## config.mk

```make
export PLATFORM = sky130hd
export DESIGN_NAME = ldpc_frame_ctrl
export DESIGN_NICKNAME = d
export VERILOG_FILES = /design/src/rtl/ldpc_frame_ctrl_pkg.sv /design/src/rtl/ldpc_parity_accum.sv /design/src/rtl/ldpc_frame_ctrl.sv
export SDC_FILE = /design/constraint.sdc
export NUM_CORES = 1
export LEC_CHECK = 0
export CAP_MARGIN = 0
export CORE_MARGIN = 4
export CORE_UTILIZATION = 43
export CTS_CLUSTER_DIAMETER = 80
export DETAILED_ROUTE_END_ITERATION = 10
export PLACE_DENSITY = 0.69
export REMOVE_ABC_BUFFERS = 1
export SLEW_MARGIN = 10
export SYNTH_ARGS = -nofsm -noshare
export SYNTH_HDL_FRONTEND = slang
export SYNTH_SLANG_ARGS = --single-unit
```

## constraint.sdc

```tcl
create_clock -name clk -period 2.3 [get_ports clk]
set_input_delay 0.46 -clock clk [delete_from_list [all_inputs] [get_ports clk]]
set_output_delay 0.46 -clock clk [all_outputs]
set_load 0.02 [all_outputs]
```

## src/rtl/ldpc_frame_ctrl_pkg.sv

```systemverilog
// Shared sizes, FSM encodings and the output beat record for the LDPC frame sequencer.
// Also visible to the encoder top so both sides agree on frame geometry.
package ldpc_frame_ctrl_pkg;

  localparam int K_BITS    = 4320;
  localparam int P_BITS    = 360;
  localparam int CNT_W     = 13;
  localparam int ADDR_W    = 9;
  localparam int CLR_CYC   = 2;
  localparam int DRAIN_CYC = 2;
  localparam int PH_W      = 2;

  localparam logic [CNT_W-1:0]  CNT_LAST  = CNT_W'(K_BITS - 1);
  localparam logic [ADDR_W-1:0] ADDR_LAST = ADDR_W'(P_BITS - 1);

  typedef enum logic [1:0] {
    ST_CLEAR  = 2'd0,
    ST_LOAD   = 2'd1,
    ST_PARITY = 2'd2,
    ST_DRAIN  = 2'd3
  } state_t;

  typedef struct packed {
    logic vld;
    logic dat;
    logic sof;
    logic eof;
  } beat_t;

endpackage

```

## src/rtl/ldpc_parity_accum.sv

```systemverilog
// Registers systematic bits and running-XOR parity bits onto the codeword output; 1-cycle latency.
// No backpressure: every valid input produces an output beat on the following cycle.
module ldpc_parity_accum
  import ldpc_frame_ctrl_pkg::*;
#(
  parameter bit ACCUM_EN = 1'b1
) (
  input  logic  clk,
  input  logic  rst_n,
  input  logic  i_clr,
  input  logic  i_sys_vld,
  input  logic  i_sys_dat,
  input  logic  i_sys_sof,
  input  logic  i_par_vld,
  input  logic  i_par_dat,
  input  logic  i_par_last,
  output beat_t o_beat
);

  logic  r_acc;
  beat_t r_beat;
  logic  w_par_bit;

  // With ACCUM_EN each parity bit is XORed with every parity bit emitted before it.
  assign w_par_bit = ACCUM_EN ? (r_acc ^ i_par_dat) : i_par_dat;

  always_ff @(posedge clk) begin
    if (!rst_n) begin
      r_acc  <= 1'b0;
      r_beat <= '0;
    end else begin
      r_beat.vld <= i_sys_vld | i_par_vld;
      r_beat.sof <= i_sys_vld & i_sys_sof;
      r_beat.eof <= i_par_vld & i_par_last;
      if (i_sys_vld) begin
        r_beat.dat <= i_sys_dat;
      end else if (i_par_vld) begin
        r_beat.dat <= w_par_bit;
      end
      if (i_clr) begin
        r_acc <= 1'b0;
      end else if (i_par_vld) begin
        r_acc <= r_acc ^ i_par_dat;
      end
    end
  end

  assign o_beat = r_beat;

endmodule

```

## src/rtl/ldpc_frame_ctrl.sv

```systemverilog
// Frame sequencer around the LDPC parity accumulator: loads K info bits, reads P parity bits back.
// Systematic out 1 cycle after accept, parity out 2 cycles after address; source stalls via s_ready.
module ldpc_frame_ctrl
  import ldpc_frame_ctrl_pkg::*;
#(
  parameter bit ACCUM_EN = 1'b1
) (
  input  logic              clk,
  input  logic              rst_n,
  input  logic              i_s_valid,
  output logic              o_s_ready,
  input  logic              i_s_data,
  output logic              o_enc_rst_n,
  output logic              o_enc_din_valid,
  output logic              o_enc_din,
  output logic [CNT_W-1:0]  o_enc_counter,
  output logic [ADDR_W-1:0] o_enc_out_addr,
  output logic              o_enc_dvc,
  input  logic              i_enc_dout,
  output logic              o_m_valid,
  output logic              o_m_data,
  output logic              o_m_sof,
  output logic              o_m_eof,
  output logic              o_busy
);

  state_t            r_state;
  state_t            w_next;
  logic [PH_W-1:0]   r_ph_cnt;
  logic [CNT_W-1:0]  r_cnt;
  logic [ADDR_W-1:0] r_addr;
  logic              r_par_vld;
  logic              r_par_last;
  logic              w_ready;
  logic              w_dvc;
  logic              w_clear;
  logic              w_accept;
  logic              w_busy;
  beat_t             w_beat;

  assign w_accept = i_s_valid & w_ready;

  always_ff @(posedge clk) begin
    if (!rst_n) begin
      r_state <= ST_CLEAR;
    end else begin
      r_state <= w_next;
    end
  end

  always_comb begin
    w_next = r_state;
    case (r_state)
      ST_CLEAR:  if (r_ph_cnt == PH_W'(CLR_CYC - 1)) w_next = ST_LOAD;
      ST_LOAD:   if (w_accept && (r_cnt == CNT_LAST)) w_next = ST_PARITY;
      ST_PARITY: if (r_addr == '0) w_next = ST_DRAIN;
      ST_DRAIN:  if (r_ph_cnt == PH_W'(DRAIN_CYC - 1)) w_next = ST_CLEAR;
      default:   w_next = ST_CLEAR;
    endcase
  end

  always_comb begin
    w_ready = 1'b0;
    w_dvc   = 1'b0;
    w_clear = 1'b0;
    case (r_state)
      ST_CLEAR:  w_clear = 1'b1;
      ST_LOAD:   w_ready = 1'b1;
      ST_PARITY: w_dvc   = 1'b1;
      default:   ;
    endcase
  end

  // Phase counter times the fixed-length CLEAR and DRAIN states; restarts on every transition.
  always_ff @(posedge clk) begin
    if (!rst_n || (r_state != w_next)) begin
      r_ph_cnt <= '0;
    end else if ((r_state == ST_CLEAR) || (r_state == ST_DRAIN)) begin
      r_ph_cnt <= r_ph_cnt + PH_W'(1);
    end
  end

  always_ff @(posedge clk) begin
    if (!rst_n || w_clear) begin
      r_cnt <= '0;
    end else if (w_accept) begin
      r_cnt <= (r_cnt == CNT_LAST) ? '0 : r_cnt + CNT_W'(1);
    end
  end

  always_ff @(posedge clk) begin
    if (!rst_n || !w_dvc) begin
      r_addr <= ADDR_LAST;
    end else begin
      r_addr <= (r_addr == '0) ? ADDR_LAST : r_addr - ADDR_W'(1);
    end
  end

  // Encoder answers one cycle after the address, so qualify its data with a delayed strobe.
  always_ff @(posedge clk) begin
    if (!rst_n) begin
      r_par_vld  <= 1'b0;
      r_par_last <= 1'b0;
    end else begin
      r_par_vld  <= w_dvc;
      r_par_last <= w_dvc && (r_addr == '0);
    end
  end

  assign w_busy = !(w_ready && (r_cnt == '0));

  ldpc_parity_accum #(
    .ACCUM_EN (ACCUM_EN)
  ) u_accum (
    .clk        (clk),
    .rst_n      (rst_n),
    .i_clr      (w_ready),
    .i_sys_vld  (w_accept),
    .i_sys_dat  (i_s_data),
    .i_sys_sof  (r_cnt == '0),
    .i_par_vld  (r_par_vld),
    .i_par_dat  (i_enc_dout),
    .i_par_last (r_par_last),
    .o_beat     (w_beat)
  );

  assign o_s_ready       = w_ready;
  assign o_enc_rst_n     = rst_n & ~w_clear;
  assign o_enc_din_valid = w_accept;
  assign o_enc_din       = i_s_data;
  assign o_enc_counter   = r_cnt;
  assign o_enc_out_addr  = r_addr;
  assign o_enc_dvc       = w_dvc;
  assign o_m_valid       = w_beat.vld;
  assign o_m_data        = w_beat.dat;
  assign o_m_sof         = w_beat.sof;
  assign o_m_eof         = w_beat.eof;
  assign o_busy          = w_busy;

endmodule
```

==> results list <==
- Setup slack on the critical path of the routed design comes to 75.1 ps.
- STA puts the critical path data arrival time at 1760 ps.
- Die area: approximately 4900 sq um
* Number of antenna repair diodes: 0
- Remaining number of nets flagged by the antenna check after routing: 0
- Sum Neg Setup Slack: 0 ps
* Initial antenna violation count: 0
- STA classifies the critical path startpoint as a flop.
* Clock insertion delay at the later pin of the skew report: 290 ps
- Maximum number of pins on one net before global-route repair: 14
- The total count of max-transition violations in the final report was 0.
- The largest single stage delay on the critical path is between 600 and 700 ps.
* Synth Cell Area: between 1500 and 2000 sq um
- Count of buffering cells on the critical path with inverters included: 1
* Average cell area after synthesis: 8.63 sq um
- The path with the worst hold slack has its endpoint at o_enc_out_addr[0].
* Routed vias: 1459
- Synthesized instance count: 192
- Number of violations of the max-capacitance limit: 0
- Average routed wire per standard cell: 12.5 microns
- Counting instances, the worst hold path has a depth of 1.
- The clock tree synthesis step divided the H-tree into 2 levels.
* Detailed Route Iter0 Violations: 116
* Layout cell share with drive strength beyond 1: 11.6%
- Util after Layout: 60.8%
* Filler cell count in the final layout: 344
- Number of endpoints with negative hold slack in the final report: 0
- Clock buffers created by TritonCTS: 5
* Post-DR vias/cell: 5.05
- Global-route wire length before repair: 6350 microns
* Number of setup buffers added after CTS: 0
- Clock edge transition at the registers on the reported setup and hold paths: 70 ps
- The min-delay analysis places its worst path in the category flop to flop.
- Worst endpoint required time: 1840 ps
- The floorplan has 22 rows.
* Total I/O pin count: 37
- Dividing total power by cell area gives a power density of roughly 750 nW/um^2.
* Post-synth cell types: 39
- Worst slack at placement: 113 ps
* Syn-to-layout area delta: 35.3%
- STA classifies the critical path endpoint as an output port.
- Along the worst path, the maximum fanout reaches 8.
- The number of global-route vias before repair was 1410.
- Maximum clock rate: 449 MHz
- Sequential cell area fraction in the yosys report: 39.9%
- Counting flops and latches in the post-synthesis netlist gives 33.
- The routed design has 3600 microns of wire.
- At the end of routability-driven placement, the weighted congestion stood at 0.794.
- On the final layout, the worst clock skew is 4.90 ps.
- GRT Overall Usage: 15.8%
- Core footprint: 3690 sq um
- Counting along the longest clock path gives a buffer depth of 2.
- Setup violations remaining at the end of the flow were counted as 0.
- Effective utilization at floorplan: 44.9%
- Number of DRC violations after detailed routing: 0
* Slowest cell on the critical path: sky130_fd_sc_hd__clkdlybuf4s50_1
* Hold Buf Count CTS: 0
* Critical hold path startpoint: o_enc_out_addr[0]
- The worst path uses 96.7% of the clock period.
- Max-slew headroom at the worst pin: 71.1%
- Startpoint of the worst-slack reg-to-reg timing path: r_state[1]
* Critical setup path kind: flop to output port
- RSZ-0062 raised after global routing: no
- The count of buffers added on input and output ports is 36.
- For the finished layout, the period the worst path requires is 2220 ps.
- Counting flops with a built-in enable in the synthesized netlist gives 0.
- TritonCTS built the clock tree.
* Series of cell instances along the critical path: ha_1 > clkdlybuf4s50_1
- The clock drives 33 sinks.
- Dominant delay contributor by cell family on the critical path: buffers and inverters
- Cell at the root of the clock tree: sky130_fd_sc_hd__clkbuf_8
* Slack of the worst reg-to-reg path: 340 ps
- Post-route cell area: 2240 sq um
- For this design the static power due to leakage is 0.824 nW.
- Reg-to-Reg End: r_ph_cnt[0]
- The wire-length estimate of the detail-placed layout is about 2700 microns.
- Total gr overflow: 0
- The flow ran to the end, and the final reports show no timing, DRC or antenna violations.
* Async set-reset flop share out of synthesis: 0%
- Among all flip-flop cells after synthesis, the most frequent one is sky130_fd_sc_hd__dfxtp_1.
- The floorplan step set the die height to 70.1 microns.
- Max rail drop VDD: 357 uV
- Worst-Margin Slew: 432 ps
* Cell area reported after detailed placement: ~2100 sq um
- The final layout contains around 250 nets.
* Overall die width: approximately 70 microns
- Before antenna repair, the detailed router went through 4 iterations.
* Number of warnings printed during yosys synthesis: 0
- Measured in cells, the most critical reg-to-reg path has a length of 8.
-- registers in the layout, summed over array words and instances, names as in the netlist --
signal and count:
r_par_vld 1, r_ph_cnt 2, u_accum.o_beat 4, r_state 2, o_enc_out_addr 9, r_par_last 1, u_accum.r_acc 1, o_enc_counter 13
-- cells in the mapped netlist, types with 2 or more instances --
library cell,n,area [sq um]
sky130_fd_sc_hd__dfxtp_1,33,661
sky130_fd_sc_hd__nor2_1,29,109
sky130_fd_sc_hd__nand2_1,24,90.1
sky130_fd_sc_hd__xor2_1,11,96.3
sky130_fd_sc_hd__xnor2_1,10,87.6
sky130_fd_sc_hd__ha_1,9,113
sky130_fd_sc_hd__inv_1,9,33.8
sky130_fd_sc_hd__a21oi_1,7,35.0
sky130_fd_sc_hd__nor3_1,7,35.0
sky130_fd_sc_hd__nand4_1,5,31.3
sky130_fd_sc_hd__and2_1,4,25.0
sky130_fd_sc_hd__and3_1,4,25.0
sky130_fd_sc_hd__nor2b_1,4,25.0
sky130_fd_sc_hd__nor4b_1,4,35.0
sky130_fd_sc_hd__buf_2,2,10.0
sky130_fd_sc_hd__clkbuf_1,2,7.51
sky130_fd_sc_hd__nand3_1,2,10.0
sky130_fd_sc_hd__nand3b_1,2,15.0
sky130_fd_sc_hd__nor3b_1,2,15.0
sky130_fd_sc_hd__o21ai_0,2,10.0
sky130_fd_sc_hd__or3_1,2,12.5
-- what timing repair did --
action / in CTS / in global routing
setup endpoints to repair: 3 / 1
hold endpoints to repair: 0 / 0
resized for setup: 4 / 1
-- per-layer routing --
layer / GRT usage [%] / part of all wire [%] / vias up
met5: 0 / 0 / -
met4: 4.47 / 0.86 / 0
met3: 5.18 / 4.5 / 5
met2: 27.1 / 49 / 31
met1: 18.9 / 46 / 687
li1: - / - / 736
-- worst max-delay path by stage --
stage	start	slack (ps)	depth (start not counted)	to
finish	r_state[1]	80	2	o_enc_dvc
CTS	o_enc_counter[1]	60	7	o_busy
floorplan	r_state[0]	110	6	r_ph_cnt[0]
global route	o_enc_counter[1]	8	7	o_busy
global placement	rst_n	140	3	o_enc_rst_n
detailed placement	rst_n	110	3	o_enc_rst_n
-- kinds of logic (layout without fill, tap and decap cells) --
family                     count (synthesis)  count (layout)  synth area share [%]
AOI/OAI and AO/OA                         17              17                  6.80
and+or+nand+nor                           96              96                  30.6
adders and majority gates                  9               9                  6.80
DFF                                       33              33                  39.9
xor gates and xnor gates                  21              21                  11.1
muxes                                      1               1                 0.604
buffers and inverters                     15              64                  4.23
-- placed cells by master (no fill, tap or decap), drive strengths merged, types with 2 or more instances in the layout --
cell,instances
a21oi,7
buf,11
nand4,6
nor3,8
ha,9
and2,4
xor2,11
nor4b,4
o21ai,2
nor2,29
nand3b,2
xnor2,10
clkbuf,5
nand3,2
nor3b,2
nand2,24
nor2b,4
dlygate4sd2,3
and3,6
dfxtp,33
clkdlybuf4s50,33
inv,9
or3,2
-- layout make-up --
class                      count  area [sq um]  area share (%)
multi-input combinational    144           933            41.6
clock buffer                   5          68.8            3.07
clock inverter                 3          46.3            2.06
inverter                       9          33.8            1.51
sequential                    33           661            29.5
tap                           48          60.1            2.68
timing repair buffer          47           439            19.6
-- power by group --
group          switching, mW  internal (mW)
logic                  0.285          0.225
registers             0.0221          0.604
clock network          0.232          0.324
total                  0.539           1.15
-- per-stage QoR --
stage	power, mW	hold WS, ps	cells
2_1_floorplan	0.960	444	186
3_3_place_gp	1.15	415	281
3_5_place_dp	1.16	415	281
4_1_cts	1.71	435	289
5_1_grt	1.80	458	289
6_report	1.69	432	289
No activity file was read; power rests on OpenSTA's default activity.
